## src/rtl/shift_unit_pkg.sv

```systemverilog
// Shared encodings for the shift/rotate engine: opcodes, operand sizes, FSM states, flag bit indices.
// Opcodes are the combinational ALU's shift codes 8-F with the top bit dropped.
package shift_unit_pkg;

  typedef enum logic [2:0] {
    OP_ROL = 3'd0,
    OP_ROR = 3'd1,
    OP_RCL = 3'd2,
    OP_RCR = 3'd3,
    OP_SHL = 3'd4,
    OP_SHR = 3'd5,
    OP_SAL = 3'd6,
    OP_SAR = 3'd7
  } op_e;

  typedef enum logic [1:0] {
    SZ_8    = 2'd0,
    SZ_16   = 2'd1,
    SZ_32   = 2'd2,
    SZ_RSVD = 2'd3
  } size_e;

  typedef enum logic [1:0] {
    ST_IDLE  = 2'd0,
    ST_SHIFT = 2'd1,
    ST_DONE  = 2'd2
  } state_e;

  localparam int FLAG_CF = 0;
  localparam int FLAG_PF = 2;
  localparam int FLAG_AF = 4;
  localparam int FLAG_ZF = 6;
  localparam int FLAG_SF = 7;
  localparam int FLAG_TF = 8;
  localparam int FLAG_IF = 9;
  localparam int FLAG_DF = 10;
  localparam int FLAG_OF = 11;

  localparam logic [11:0] FLAGS_RESET = 12'h002;

  // Reserved size folds onto 32-bit; a 16-bit build folds 32-bit onto 16-bit.
  function automatic size_e eff_size(input logic [1:0] size, input int width);
    if (size == 2'd0) return SZ_8;
    if (size == 2'd1 || width < 32) return SZ_16;
    return SZ_32;
  endfunction

  function automatic logic [4:0] msb_idx(input size_e sz);
    case (sz)
      SZ_8:    return 5'd7;
      SZ_16:   return 5'd15;
      default: return 5'd31;
    endcase
  endfunction

  function automatic logic is_left(input op_e op);
    return (op == OP_ROL) || (op == OP_RCL) || (op == OP_SHL) || (op == OP_SAL);
  endfunction

endpackage

```

## src/rtl/shift_step.sv

```systemverilog
// Combinational single-bit shift/rotate step on an 8/16/32-bit working value.
// Bits above the operand width are expected to be zero and are kept zero.
module shift_step
  import shift_unit_pkg::*;
#(
  parameter int WIDTH = 32
) (
  input  op_e              op,
  input  size_e            size,
  input  logic [WIDTH-1:0] data,
  input  logic             cf,
  output logic [WIDTH-1:0] data_next,
  output logic             cf_next
);

  localparam int IW = $clog2(WIDTH);

  size_e            sz;
  logic [IW-1:0]    msb;
  logic [WIDTH-1:0] mask;
  logic             top;
  logic             bot;
  logic             fill;

  always_comb begin
    sz   = eff_size(size, WIDTH);
    msb  = IW'(msb_idx(sz));
    mask = '1;
    case (sz)
      SZ_8:    mask = WIDTH'(8'hFF);
      SZ_16:   mask = WIDTH'(16'hFFFF);
      default: mask = '1;
    endcase
    top       = data[msb];
    bot       = data[0];
    fill      = 1'b0;
    data_next = '0;
    cf_next   = cf;
    if (is_left(op)) begin
      case (op)
        OP_ROL:  fill = top;
        OP_RCL:  fill = cf;
        default: fill = 1'b0;
      endcase
      data_next = ((data << 1) & mask) | WIDTH'(fill);
      cf_next   = top;
    end else begin
      case (op)
        OP_ROR:  fill = bot;
        OP_RCR:  fill = cf;
        OP_SAR:  fill = top;
        default: fill = 1'b0;
      endcase
      data_next = (data >> 1) | (WIDTH'(fill) << msb);
      cf_next   = bot;
    end
  end

endmodule

```

## src/rtl/shift_unit.sv

```systemverilog
// Multi-cycle x86 shift/rotate engine, one bit position per clock; valid pulses N+1 cycles after start.
// start is taken only while ready=1 (never queued); flush aborts with no valid and held outputs.
module shift_unit
  import shift_unit_pkg::*;
#(
  parameter int WIDTH    = 32,
  parameter int CNT_BITS = 5
) (
  input  logic             clock,
  input  logic             reset_n,
  input  logic             start,
  input  logic [2:0]       op,
  input  logic [1:0]       size,
  input  logic [WIDTH-1:0] op1,
  input  logic [7:0]       count,
  input  logic [11:0]      flags,
  input  logic             flush,
  output logic             ready,
  output logic             valid,
  output logic [WIDTH-1:0] result,
  output logic [11:0]      flags_out
);

  localparam int IW = $clog2(WIDTH);

  state_e                state_q, state_d;
  op_e                   op_q;
  size_e                 sz_q;
  logic [WIDTH-1:0]      data_q;
  logic                  cf_q;
  logic [11:0]           flags_q;
  logic                  orig_msb_q;
  logic                  zero_cnt_q;
  logic [CNT_BITS-1:0]   rem_q;
  logic                  valid_q;
  logic [WIDTH-1:0]      result_q;
  logic [11:0]           flags_out_q;

  logic                  accept;
  logic [CNT_BITS-1:0]   n_eff;
  size_e                 in_sz;
  logic [IW-1:0]         in_msb;
  logic [WIDTH-1:0]      in_mask;
  logic [IW-1:0]         cur_msb;
  logic                  res_msb;
  logic                  res_msb1;
  logic [11:0]           flags_calc;
  logic [WIDTH-1:0]      step_data;
  logic                  step_cf;
  logic                  unused_count_hi;

  assign unused_count_hi = ^count[7:CNT_BITS];

  assign n_eff  = count[CNT_BITS-1:0];
  assign accept = (state_q == ST_IDLE) && start && !flush;

  shift_step #(.WIDTH(WIDTH)) u_step (
    .op        (op_q),
    .size      (sz_q),
    .data      (data_q),
    .cf        (cf_q),
    .data_next (step_data),
    .cf_next   (step_cf)
  );

  always_comb begin
    in_sz   = eff_size(size, WIDTH);
    in_msb  = IW'(msb_idx(in_sz));
    in_mask = '1;
    case (in_sz)
      SZ_8:    in_mask = WIDTH'(8'hFF);
      SZ_16:   in_mask = WIDTH'(16'hFFFF);
      default: in_mask = '1;
    endcase
  end

  always_comb begin
    state_d = state_q;
    case (state_q)
      ST_IDLE:  if (accept) state_d = (n_eff == '0) ? ST_DONE : ST_SHIFT;
      ST_SHIFT: begin
        if (flush)                          state_d = ST_IDLE;
        else if (rem_q == CNT_BITS'(1))     state_d = ST_DONE;
      end
      ST_DONE:  state_d = ST_IDLE;
      default:  state_d = ST_IDLE;
    endcase
  end

  // Flags are evaluated on the final working state while sitting in DONE.
  always_comb begin
    cur_msb    = IW'(msb_idx(sz_q));
    res_msb    = data_q[cur_msb];
    res_msb1   = data_q[cur_msb - IW'(1)];
    flags_calc = flags_q;
    if (!zero_cnt_q) begin
      flags_calc[1]       = 1'b1;
      flags_calc[3]       = 1'b0;
      flags_calc[5]       = 1'b0;
      flags_calc[FLAG_CF] = cf_q;
      if (op_q[2]) begin
        flags_calc[FLAG_SF] = res_msb;
        flags_calc[FLAG_ZF] = (data_q == '0);
        flags_calc[FLAG_PF] = ~^data_q[7:0];
        flags_calc[FLAG_AF] = 1'b0;
      end
      case (op_q)
        OP_ROL, OP_RCL, OP_SHL, OP_SAL: flags_calc[FLAG_OF] = res_msb ^ cf_q;
        OP_ROR, OP_RCR:                 flags_calc[FLAG_OF] = res_msb ^ res_msb1;
        OP_SHR:                         flags_calc[FLAG_OF] = orig_msb_q;
        default:                        flags_calc[FLAG_OF] = 1'b0;
      endcase
    end
  end

  always_ff @(posedge clock or negedge reset_n) begin
    if (!reset_n) begin
      state_q <= ST_IDLE;
    end else begin
      state_q <= state_d;
    end
  end

  always_ff @(posedge clock or negedge reset_n) begin
    if (!reset_n) begin
      op_q        <= OP_ROL;
      sz_q        <= SZ_8;
      data_q      <= '0;
      cf_q        <= 1'b0;
      flags_q     <= FLAGS_RESET;
      orig_msb_q  <= 1'b0;
      zero_cnt_q  <= 1'b1;
      rem_q       <= '0;
      valid_q     <= 1'b0;
      result_q    <= '0;
      flags_out_q <= FLAGS_RESET;
    end else begin
      if (accept) begin
        op_q       <= op_e'(op);
        sz_q       <= in_sz;
        data_q     <= op1 & in_mask;
        cf_q       <= flags[FLAG_CF];
        flags_q    <= flags;
        orig_msb_q <= op1[in_msb];
        zero_cnt_q <= (n_eff == '0);
        rem_q      <= n_eff;
      end else if (state_q == ST_SHIFT) begin
        data_q <= step_data;
        cf_q   <= step_cf;
        rem_q  <= rem_q - CNT_BITS'(1);
      end
      valid_q <= (state_q == ST_DONE) && !flush;
      if ((state_q == ST_DONE) && !flush) begin
        result_q    <= data_q;
        flags_out_q <= flags_calc;
      end
    end
  end

  assign ready     = (state_q == ST_IDLE);
  assign valid     = valid_q;
  assign result    = result_q;
  assign flags_out = flags_out_q;

endmodule

```

## config.mk

```make
export PLATFORM = sky130hd
export DESIGN_NAME = shift_unit
export DESIGN_NICKNAME = d
export VERILOG_FILES = /design/src/rtl/shift_unit_pkg.sv /design/src/rtl/shift_step.sv /design/src/rtl/shift_unit.sv
export SDC_FILE = /design/constraint.sdc
export NUM_CORES = 1
export LEC_CHECK = 0
export BUFFER_PORTS_ARGS = -buffer_cell sky130_fd_sc_hd__buf_2
export CORE_ASPECT_RATIO = 0.75
export CORE_MARGIN = 3
export CORE_UTILIZATION = 55
export CTS_CLUSTER_DIAMETER = 120
export CTS_CLUSTER_SIZE = 14
export DETAILED_ROUTE_END_ITERATION = 6
export MAX_ROUTING_LAYER = met4
export PLACE_DENSITY = 0.76
export RECOVER_POWER = 50
export REMOVE_ABC_BUFFERS = 1
export SLEW_MARGIN = 20
export SYNTH_ARGS = -nofsm -noshare
export SYNTH_HDL_FRONTEND = slang
export SYNTH_SLANG_ARGS = --single-unit
export TNS_END_PERCENT = 30
```

## constraint.sdc

```tcl
create_clock -name clock -period 4.01 [get_ports clock]
set_input_delay 0.6015 -clock clock [delete_from_list [all_inputs] [get_ports clock]]
set_output_delay 0.6015 -clock clock [all_outputs]
set_load 0.03 [all_outputs]
```

# Word-level counts from Yosys, hierarchy flattened
# Cells that the tools add are included.
# Widths: inputs -> output; s select.
[word_totals]
output_inout_bits = 46
in_bits = 61
reg_bits = 104
elab_cells = 111
[op_classes]
bitwise_logic = 6
n_mux = 50
eq_ne = 16
n_shift = 1
addsub = 2
n_lt_le_gt_ge = 4
n_reduce_logical = 20
[ops]
columns = ["cell", "n"]
rows = [
  ["$pmux 32 s2", 2],
  ["$mux 32", 3],
  ["$and 32x32->32", 2],
  ["$logic_not 32->1", 1],
  ["$or 31x32->32", 1],
  ["$or 32x1->32", 1],
  ["$shl 1x5->32", 1],
  ["$pmux 5 s2", 3],
  ["$mux 2", 13],
  ["$lt 5x6->1 const B", 4],
  ["$bmux 1 s5", 4],
  ["$mux 1", 18],
  ["$eq 3x3->1 const B", 4],
  ["$eq 2x1->1 const B", 5],
  ["$logic_not 2->1", 5],
  ["$mux 5", 2],
  ["$sub 5x1->5 const B", 2],
  ["$mux 8", 1],
  ["$reduce_xnor 8->1", 1],
  ["$eq 3x2->1 const B", 2],
  ["$pmux 1 s3", 2],
  ["$eq 5x1->1 const B", 1],
  ["$logic_not 5->1", 1],
  ["$pmux 2 s2", 1],
  ["14 further kinds", 19],
]

# Depth between registers and ports, before layout
# Gate-level depths: netlist of the first run.
[logic_depth]
depth_word = 16
mapped_depth = 6
depth_no_buf = 6

# Cells and area by module
# A second synthesis of the first run with hierarchy kept.
[unflattened]
hier_cells = 597
hier_area_um2 = 5156.2
[by_module_without_submodules]
columns = ["module", "area_each_um2", "n_inst", "cells_each"]
rows = [
  ["shift_unit", 4635.7, 1, 521],
  ["shift_step", 520.5, 1, 76],
]

# Least setup slack after synthesis of the first run
# No wires, ideal clock.
[synth_path]
path_kind = "input -> register"
from = "input port flush"
to = "register data_q[13]"
setup_slack_ns = 2.329
t_arrival_ns = 1.559
required_ns = 3.889
stages = 5
path_cell_list = "or4b_4 -> buf_6 -> buf_6 -> nand3_1 -> nand2_1"
[synth_via]
elab_chain_cells = 3
[synth_lines]
columns = ["item", "line", "source"]
rows = [
  ["start, declared", "shift_unit.sv:17", "input logic flush,"],
  ["$logic_not 1->1 (*)", "shift_unit.sv:55", "assign accept = (state_q == ST_IDLE) && start && !flush;"],
  ["$logic_and 1x1->1 (*)", "shift_unit.sv:55", ""],
  ["$mux 32 / $reduce_bool 2->1 (equally long branches)", "-", ""],
  ["end signal, assigned", "shift_unit.sv:141", "data_q <= op1 & in_mask;"],
  ["end signal, assigned", "shift_unit.sv:148", "data_q <= step_data;"],
  ["end, declared", "shift_unit.sv:29", "logic [WIDTH-1:0] data_q;"],
]
# Mark *: on every way between the ends. The rest lies on a longest branch, timed or not.
# A chain may end at the register's enable or synchronous reset.

# Worst setup path in the final report of the first run
[layout_path]
from = "register state_q[1]"
to = "register flags_out_q[11], in the netlist flags_out[11]"
[layout_via]
elab_chain_cells = 2
[layout_lines]
columns = ["item", "line", "source"]
rows = [
  ["start, declared", "shift_unit.sv:26", "state_e state_q, state_d;"],
  ["start signal, assigned", "shift_unit.sv:120", "state_q <= state_d;"],
  ["$eq 2x2->1", "shift_unit.sv:153", "if ((state_q == ST_DONE) && !flush) begin"],
  ["$logic_and 1x1->1", "shift_unit.sv:153", ""],
  ["end signal, assigned", "shift_unit.sv:155", "flags_out_q <= flags_calc;"],
  ["end, declared", "shift_unit.sv:37", "logic [11:0] flags_out_q;"],
]
# No other way between the ends.

==> impl_metrics.csv, run 1 <==
group,metric,value,unit
clocking,worstSkewPairLatency,0.34,ns
floorplan,rows,29,
synthesis,synth-edff-count,0,
clocking,postCtsSetupBuffers,0,
floorplan,pin_count,107,
flow_run,cap_violations,1,
routing,vias,4540,
clocking,numClockSinks,104,
critical_path,cpLargestDelayFamily,"buffers and inverters",
timing,grt_setup_unrepaired,"no",
routing,drc,0,
synthesis,yosysSeqAreaShare,50.42,%
clocking,cts_inserted_buffers,9,
timing,final.period_utilization,59.12,%
timing,finalClockSkew,0.005358,ns
power_and_ir_drop,power.total,4310,µW
synthesis,syn_area_per_cell,8.629,µm²
synthesis,synthArstFlopShare,100.0,%
critical_path,rr_endpoint,"flags_out[11]",
clocking,htree_num_levels,3,
timing,period_needed,2.371,ns
layout,syn2layout_area_growth,15.11,%
synthesis,synth_cell_type_count,55,
critical_path,crit_chain,"or3b_2, buf_4, inv_2, and3_1, a21oi_1, o31ai_1",
power_and_ir_drop,powerDensity,724.4,nW/µm²
timing,drv_slew,77,
power_and_ir_drop,irDropWorstVdd,0.0004486,V
run_status,violations,"capacitance limit, slew limit",
worst_hold_path,hold_depth,3,
routing,wl_per_cell,15.82,µm
synthesis,ys_seq_elements,104,
critical_path,arrival,2.62,ns
routing,drt_wl_total,12.72,mm
timing,timing.final.ws_setup,1.639,ns
synthesis,syn_inst,599,
grt,antenna_found_initial,0,
timing,max_freq,0.4218,GHz
routing,vias_per_cell,5.647,
critical_path,critPathLaunch,"state_q[1]",
critical_path,cp-endpoint,"flags_out[11]",
floorplan,die_area,10610,µm²
worst_hold_path,hold_path.class,"input port to flip-flop",
place,place.gp.congestion,0.8216,
critical_path,reg2reg_from,"state_q[1]",
grt,grt_pass1_vias,4313,
run_status,status,"complete, but fails checks",
clocking,postCtsHoldBufs,0,
power_and_ir_drop,p_leak,0.002875,µW
synthesis,yosys.area.top_type,"dfrtp_1",
clocking,cts-root-buf,"clkbuf_16",
clocking,post_cts_resized,0,
critical_path,worstSetupStartpointType,"flip-flop",
layout,layout.nets,742,
timing,hold_viol_final,0,
critical_path,critPathMaxFanout,54,
layout,diodes,0,
place,hpwl,8.466,mm
grt,grt_overflow,0,
grt,grt_max_degree,77,
critical_path,cpPeakStageDelay,0.58,ns
synthesis,yosysWarnings,0,
timing,finalSetupViolations,0,
clocking,cts_tree,"done",
critical_path,path_buf_inv,2,
clocking,ctsLongestPathBuffers,2,
synthesis,yosysTopAreaCellShare,48.90,%
critical_path,criticalPathCategory,"flip-flop to flip-flop",
grt,grt_pass1_wl,21.24,mm
critical_path,regToRegSetupSlack,1.64,ns
clocking,cts.reportedPaths.clkPinSlew,0.07,ns
place,port-buffer-count,103,
synthesis,synth_top_flop_cell,"dfrtp_1",
critical_path,cp_slowest_cell,"inv_2",
routing,firstDrtPassIters,5,
critical_path,end_kind,"flip-flop",
floorplan,core_area,8781,µm²
grt,grtUsageTotal,24.88,%
routing,dr.first_iter.drc_count,364,
floorplan,die_y,89.96,µm
layout,utilization,67.75,%
critical_path,cp.depth,6,
floorplan,fp.dieW,117.9,µm
timing,worst_slew_pin_slew,1.865,ns
routing,ant_nets,0,
synthesis,syn_area,5169,µm²
place,pre_cts_ws,1.407,ns
critical_path,rr_worst_depth,6,
timing,slew_headroom,-24.30,%
floorplan,start_util,58.86,%
synthesis,synth.area.top_cells,"dfrtp_1 49%, nand2_1 15%, o21ai_0 4.4%, nand3_1 2.6%, o211ai_1 2.3%",
critical_path,worstPathRequired,4.26,ns
layout,final_layout_size_suffix_gt1_share,16.62,%
==> cell families (layout without fill, tap and decap cells) <==
group                    Yosys count  count (layout)  share of synthesized area (%)
AND/OR/NAND/NOR                  287             287                          24.28
AO/OA/AOI/OAI                    126             126                          14.98
flip-flops                       104             104                          50.42
buffers and inverters             57             138                          5.350
multiplexers                      11              11                          2.155
XOR/XNOR                           8               8                          1.356
adder cells (fa/ha/maj)            6               6                          1.452
==> how the worst min path moves through the flow <==
stage,startpoint,endpoint,slack [ns]
detailed placement,result[12],result[12],0.46
global placement,flags_out[5],flags_out[5],0.44
CTS,flags[10],flags_q[10],0.44
finish,flags[10],flags_q[10],0.45
global route,flags[4],flags_q[4],0.46
floorplan,reset_n,cf_q,0.31
==> worst min-delay path, delay by kind of cell <==
family | cells | cell delay, ns
and+or+nand+nor | 2 | 0.08
buffers and inverters | 1 | 0.07
==> power breakdown <==
group	switching (µW)	internal [µW]	leakage, µW
clock	393	523	0.000152
sequential	448	1430	0.00134
combinational	944	574	0.00138
total	1780	2520	0.00287
==> cell usage after synthesis (3+ instances only) <==
cell,count
buf_1,3
nand2b_1,4
nor2b_1,3
a21oi_1,12
dfstp_2,3
a22oi_1,7
clkbuf_1,17
nand2_1,203
ha_1,6
buf_2,17
nor2_1,21
xnor2_1,7
o21ai_0,45
nand3_1,27
buf_4,3
mux2i_1,10
a221o_1,5
buf_6,4
o21ai_1,23
nor4_1,6
nor4b_1,3
dfrtp_1,101
inv_1,12
o211ai_1,16
==> layout make-up <==
type / count / area [µm²]
Tap cell: 124 / 155.1
Fill cell: 747 / 2831
Inverter: 13 / 48.80
Clock buffer: 11 / 252.7
Timing Repair Buffer: 109 / 524.3
Clock inverter: 5 / 63.81
Sequential cell: 104 / 2608
Multi-Input combinational cell: 438 / 2297
==> per-stage QoR <==
| step | hold slack [ns] | area, µm² | setup TNS, ns | std cells |
|---|---|---|---|---|
| final | 0.4477 | 5949 | 0 | 804 |
| after global routing | 0.4585 | 5949 | 0 | 804 |
| after CTS | 0.4442 | 5988 | 0 | 804 |
| after detailed placement | 0.4569 | 5672 | 0 | 788 |
| after global placement | 0.4447 | 5672 | 0 | 788 |
| after floorplan | 0.3059 | 4941 | -5.430 | 555 |
==> cell usage in the layout, fill, tap and decap left out, types with 3 or more instances in the layout <==
cell       Yosys  layout
nand2_1      203     203
dfrtp_1      101     100
buf_2         17      79
o21ai_0       45      45
nand3_1       27      27
clkbuf_1      17      25
o21ai_1       23      23
nor2_1        21      21
o211ai_1      16      16
inv_1         12      12
a21oi_1       12      12
mux2i_1       10      10
clkbuf_16      0       9
xnor2_1        7       7
a22oi_1        7       7
nor4_1         6       6
ha_1           6       6
a221o_1        5       5
nand2b_1       4       4
buf_4          3       4
nor4b_1        3       3
dfstp_2        3       3
==> state kept, by name, summed over array words and instances, names as in the netlist, 2 cells and up <==
signal,count
flags_out,12
state_q,2
sz_q,2
flags_q,12
result,32
data_q,32
op_q,3
rem_q,5
==> routing by layer <==
metal	wire [µm]	track usage (%)	vias up
li1	-	-	2185
met3	774	4.705	13
met5	0	-	-
met2	6038	38.59	168
met1	5776	34.66	2174
met4	127	5.268	0
No activity file was read; power rests on OpenSTA's default activity.
==> run 2, diff against run 1 <==
- CORE_UTILIZATION: 55 -> 50
- PLACE_DENSITY: 0.76 -> 0.73
- clock period: 4.01 -> 2.16 ns (I/O delays scaled with it)
==> impl_metrics.csv, run 2 (same netlist as run 1, synthesis figures left out) <==
group,metric,value,unit
run_status,status,"completed",
timing,finalSetupTns,0,ns
routing,firstDrtPassIters,4,
timing,grt_setup_unrepaired,"no",
grt,grt_pass1_wl,21.54,mm
critical_path,worstSetupStartpointType,"flip-flop",
clocking,numClockSinks,104,
critical_path,cp-endpoint,"flags_out[11]",
clocking,cts_inserted_buffers,9,
critical_path,rr_endpoint,"flags_out[11]",
floorplan,start_util,52.46,%
power_and_ir_drop,p_int,4834,µW
clocking,cts_tree,"done",
clocking,post_cts_resized,0,
floorplan,core_area,9852,µm²
floorplan,rows,31,
floorplan,die_y,94.05,µm
power_and_ir_drop,p_leak,0.002958,µW
grt,antenna_found_initial,0,
grt,grt_overflow,0,
critical_path,cpPeakStageDelay,0.51,ns
routing,ant_nets,0,
critical_path,cpLargestDelayFamily,"simple AND/OR/NAND/NOR gates",
power_and_ir_drop,powerDensity,1325,nW/µm²
routing,vias,4478,
floorplan,pin_count,107,
place,pre_cts_ws,0.3948,ns
routing,drc,0,
power_and_ir_drop,clkPwrFrac,21.7,%
routing,wl_per_cell,15.60,µm
clocking,worstSkewPairLatency,0.35,ns
critical_path,rr_worst_depth,5,
layout,diodes,0,
timing,finalSetupViolations,0,
critical_path,criticalPathCategory,"flip-flop to flip-flop",
clocking,postCtsHoldBufs,1,
power_and_ir_drop,irDropWorstVdd,0.0005211,V
timing,worst_slew_pin_slew,0.7325,ns
routing,dr.first_iter.drc_count,291,
place,port-buffer-count,103,
clocking,cts-root-buf,"clkbuf_16",
clocking,ctsLongestPathBuffers,2,
grt,grt_max_degree,47,
floorplan,die_area,11610,µm²
flow_run,cap_violations,0,
critical_path,end_kind,"flip-flop",
grt,grt_pass1_vias,4355,
critical_path,reg2reg_from,"state_q[1]",
power_and_ir_drop,combinationalPowerShare,36.5,%
layout,utilization,62.00,%
layout,final_common_cell,"nand2_1",
timing,whs,0.1704,ns
grt,grtUsageTotal,24.27,%
timing,timing.final.ws_setup,0.4044,ns
timing,final.period_utilization,81.28,%
power_and_ir_drop,p_sw_share,40.26,%
routing,drt_wl_total,12.90,mm
clocking,postCtsSetupBuffers,0,
layout,syn2layout_area_growth,18.18,%
worst_hold_path,hold_path.class,"input port to flip-flop",
power_and_ir_drop,seqPwrFrac,41.8,%
floorplan,fp.dieW,123.4,µm
critical_path,critPathLaunch,"state_q[1]",
layout,layout.nets,757,
critical_path,path_buf_inv,1,
timing,slew_headroom,51.17,%
routing,vias_per_cell,5.415,
critical_path,worstPathRequired,2.41,ns
timing,max_freq,0.5696,GHz
layout,final_layout_size_suffix_gt1_share,18.42,%
place,place.gp.congestion,0.8454,
critical_path,cp_slowest_cell,"or3b_2",
critical_path,crit_chain,"or3b_2, buf_4, nor2_1, o311ai_1, o31ai_1",
critical_path,critPathMaxFanout,24,
power_and_ir_drop,power.total,8092,µW
critical_path,arrival,2.00,ns
power_and_ir_drop,p_sw,3258,µW
timing,finalClockSkew,0.01000,ns
timing,period_needed,1.756,ns
place,hpwl,9.139,mm
clocking,htree_num_levels,3,
layout,layout_common_cells,"203 x nand2_1, 100 x dfrtp_1, 79 x buf_2",
timing,hold_viol_final,0,
timing,drv_slew,0,
critical_path,cp.depth,5,
critical_path,regToRegSetupSlack,0.40,ns
clocking,cts.reportedPaths.clkPinSlew,0.07,ns
==> run 2: area by class of cell <==
type / instances / area (µm²)
fillers: 912 / 3744
flip-flops and latches: 104 / 2608
multi-input cells: 438 / 2297
repair buffers: 124 / 666.9
clock buffers: 11 / 242.7
well taps: 132 / 165.2
clock inverters: 5 / 80.08
inverters: 13 / 48.80
==> run 2: metrics by stage <==
stage | area [µm²] | instances
final | 6108 | 827
after global routing | 6108 | 827
after CTS | 6157 | 827
after detailed placement | 5824 | 810
after global placement | 5824 | 810
after floorplan | 4941 | 555
==> run 2: per-layer routing <==
metal	vias to the layer above	track usage (%)	wire [µm]
li1	2216	-	-
met5	-	-	0
met2	137	36.45	5944
met4	0	5.161	131
met1	2112	34.26	6001
met3	13	5.178	825
==> run 2: worst min-delay path by stage <==
stage          startpoint          to  slack [ns]  cells after the start
6_report         flags[5]  flags_q[5]        0.17                      3
5_1_grt          flags[5]  flags_q[5]        0.17                      3
4_1_cts          flags[5]  flags_q[5]        0.16                      3
3_5_place_dp      reset_n       valid        0.28                      1
3_3_place_gp      reset_n       valid        0.27                      1
2_1_floorplan     reset_n        cf_q        0.03                      0
==> run 2: power groups by stage <==
stage	Clock (µW)	Combinational [µW]	Sequential (µW)
3_3_place_gp	0	2890	3360
2_1_floorplan	0	1520	3810
5_1_grt	1870	3300	3510
6_report	1750	2950	3380
4_1_cts	1780	3030	3370
3_5_place_dp	0	3000	3400
==> run 2: worst reg2reg max path: cells and delay by family, from the launching register on <==
family                 cells  cell delay, ns
AO/OA/AOI/OAI              2            0.31
AND/OR/NAND/NOR            2            0.62
buffers and inverters      1            0.24
flip-flops                 1            0.48
==> run 3, diff against run 2 <==
- clock period: 2.16 -> 1.5 ns (I/O delays scaled with it)
==> impl_metrics.csv, run 3 (same netlist as run 1, synthesis figures left out) <==
group,metric,value,unit
timing,finalSetupViolations,64,
layout,diodes,0,
place,place.gp.congestion,0.8518,
power_and_ir_drop,clkPwrFrac,17.3,%
critical_path,worstSetupStartpointType,"flip-flop",
grt,gr-usage-met3,4.636,%
layout,layout.nets,821,
floorplan,fp.dieW,123.4,µm
clocking,cts_inserted_buffers,9,
floorplan,core_area,9852,µm²
timing,worst_slew_pin_slew,0.6842,ns
critical_path,worstPathRequired,1.71,ns
power_and_ir_drop,p_sw,5120,µW
layout,final_layout_size_suffix_gt1_share,32.02,%
layout,design_area,6932,µm²
layout,utilization,70.36,%
routing,dr.first_iter.drc_count,360,
timing,final.period_utilization,106.4,%
routing,vias_per_cell,5.585,
clocking,cts-root-buf,"clkbuf_16",
critical_path,critPathMaxFanout,6,
timing,max_freq,0.6266,GHz
floorplan,rows,31,
grt,grtUsageTotal,25.32,%
critical_path,rr_endpoint,"data_q[31]",
timing,drv_slew,0,
grt,grt_util_met2,39.17,%
worst_hold_path,hold_path.class,"input port to flip-flop",
grt,grt_pass1_vias,4620,
place,port-buffer-count,103,
power_and_ir_drop,p_leak,0.003430,µW
flow_run,cap_violations,0,
routing,vias,4976,
clocking,numClockSinks,104,
critical_path,critPathLaunch,"sz_q[0]",
run_status,status,"complete, but fails checks",
grt,grt_pass1_wl,22.43,mm
routing,wl_per_cell,16.57,µm
timing,finalClockSkew,0.006964,ns
critical_path,reg2reg_from,"sz_q[0]",
grt,grt_max_degree,51,
routing,drc,0,
floorplan,pin_count,107,
grt,grt_overflow,0,
floorplan,die_area,11610,µm²
clocking,ctsLongestPathBuffers,2,
grt,use_met1,34.99,%
timing,period_needed,1.596,ns
layout,layout_common_cells,"203 x nand2_1, 101 x buf_2, 96 x dfrtp_1",
timing,hold_viol_final,0,
timing,whs,0.06560,ns
critical_path,criticalPathCategory,"flip-flop to flip-flop",
layout,syn2layout_area_growth,34.11,%
run_status,violations,"setup timing",
timing,grt_setup_unrepaired,"yes",
clocking,cts_tree,"done",
critical_path,cp-endpoint,"data_q[31]",
power_and_ir_drop,power.total,12650,µW
power_and_ir_drop,p_int,7528,µW
layout,fin_cells,891,
timing,timing.final.ws_setup,-0.09599,ns
place,place_area,6260,µm²
floorplan,start_util,52.46,%
place,placedCellCount,863,
routing,drt_wl_total,14.77,mm
power_and_ir_drop,powerDensity,1825,nW/µm²
critical_path,arrival,1.81,ns
clocking,cts.reportedPaths.clkPinSlew,0.07,ns
clocking,worstSkewPairLatency,0.35,ns
layout,final_common_cell,"nand2_1",
power_and_ir_drop,irDropWorstVdd,0.001043,V
critical_path,end_kind,"flip-flop",
routing,ant_nets,0,
timing,slew_headroom,54.39,%
grt,busiest_layer,"met2",
power_and_ir_drop,combinationalPowerShare,46.4,%
routing,firstDrtPassIters,5,
power_and_ir_drop,p_sw_share,40.48,%
power_and_ir_drop,seqPwrFrac,36.3,%
place,hpwl,9.845,mm
floorplan,die_y,94.05,µm
critical_path,regToRegSetupSlack,-0.1,ns
critical_path,rr_worst_depth,5,
clocking,htree_num_levels,3,
grt,antenna_found_initial,0,
==> run 3: cell count changes in the layout (fill, tap and decap cells not counted), sizes merged <==
cell / delta
buf: +82
clkbuf: -18
bufinv: -2
clkinv: +1
clkinvlp: +1
==> run 3: cell type report <==
type / count / area [µm²]
fillers: 763 / 2920
flip-flops and latches: 104 / 2613
multi-input cells: 438 / 2466
repair buffers: 188 / 1361
clock buffers: 11 / 242.7
well taps: 132 / 165.2
inverters: 13 / 51.30
clock inverters: 5 / 32.53
==> run 3: power by group through the flow <==
stage	logic (µW)	registers (µW)	clock network, µW
2_1_floorplan	2190	5490	0
3_5_place_dp	5410	4580	0
3_3_place_gp	5270	4520	0
5_1_grt	6380	4710	2350
4_1_cts	5530	4550	2220
6_report	5860	4590	2190
==> run 3: worst max-delay path, stage by stage (launching register included) <==
cell and delay [ns]:
dfrtp_2 0.44, mux2_4 0.31, mux2i_1 0.17, buf_4 0.19
o22a_1 0.22, a311oi_2 0.12
==> run 3: repair_timing <==
item                       CTS  global route
buffers inserted             2             4
hold buffers                 1             0
setup endpoints to repair   84           103
hold endpoints to repair    23             0
gates cloned                 0             5
resized for setup           17            50
pin swaps                    3             8
==> run 3: worst min-delay path by stage <==
stage | slack [ns] | cells after the start | from | endpoint
floorplan | -0.07 | 0 | reset_n | cf_q
global placement | 0.16 | 1 | reset_n | data_q[11]
detailed placement | 0.17 | 1 | reset_n | data_q[12]
CTS | 0.06 | 3 | flags[5] | flags_q[5]
global route | 0.07 | 3 | flags[11] | flags_q[11]
finish | 0.07 | 3 | flags[5] | flags_q[5]
==> run 3: stage by stage <==
step	setup WS [ns]	setup TNS, ns
4_1_cts	-0.06719	-1.577
3_5_place_dp	-0.1371	-4.809
5_1_grt	-0.1853	-7.988
3_3_place_gp	-0.07014	-0.7792
2_1_floorplan	-3.055	-148.68
6_report	-0.09599	-2.544
==> run 3: routing by layer <==
layer	part of all wire [%]	vias up
li1	-	2349
met5	0	-
met3	7.3	26
met2	48	212
met1	44	2389
met4	1.4	0
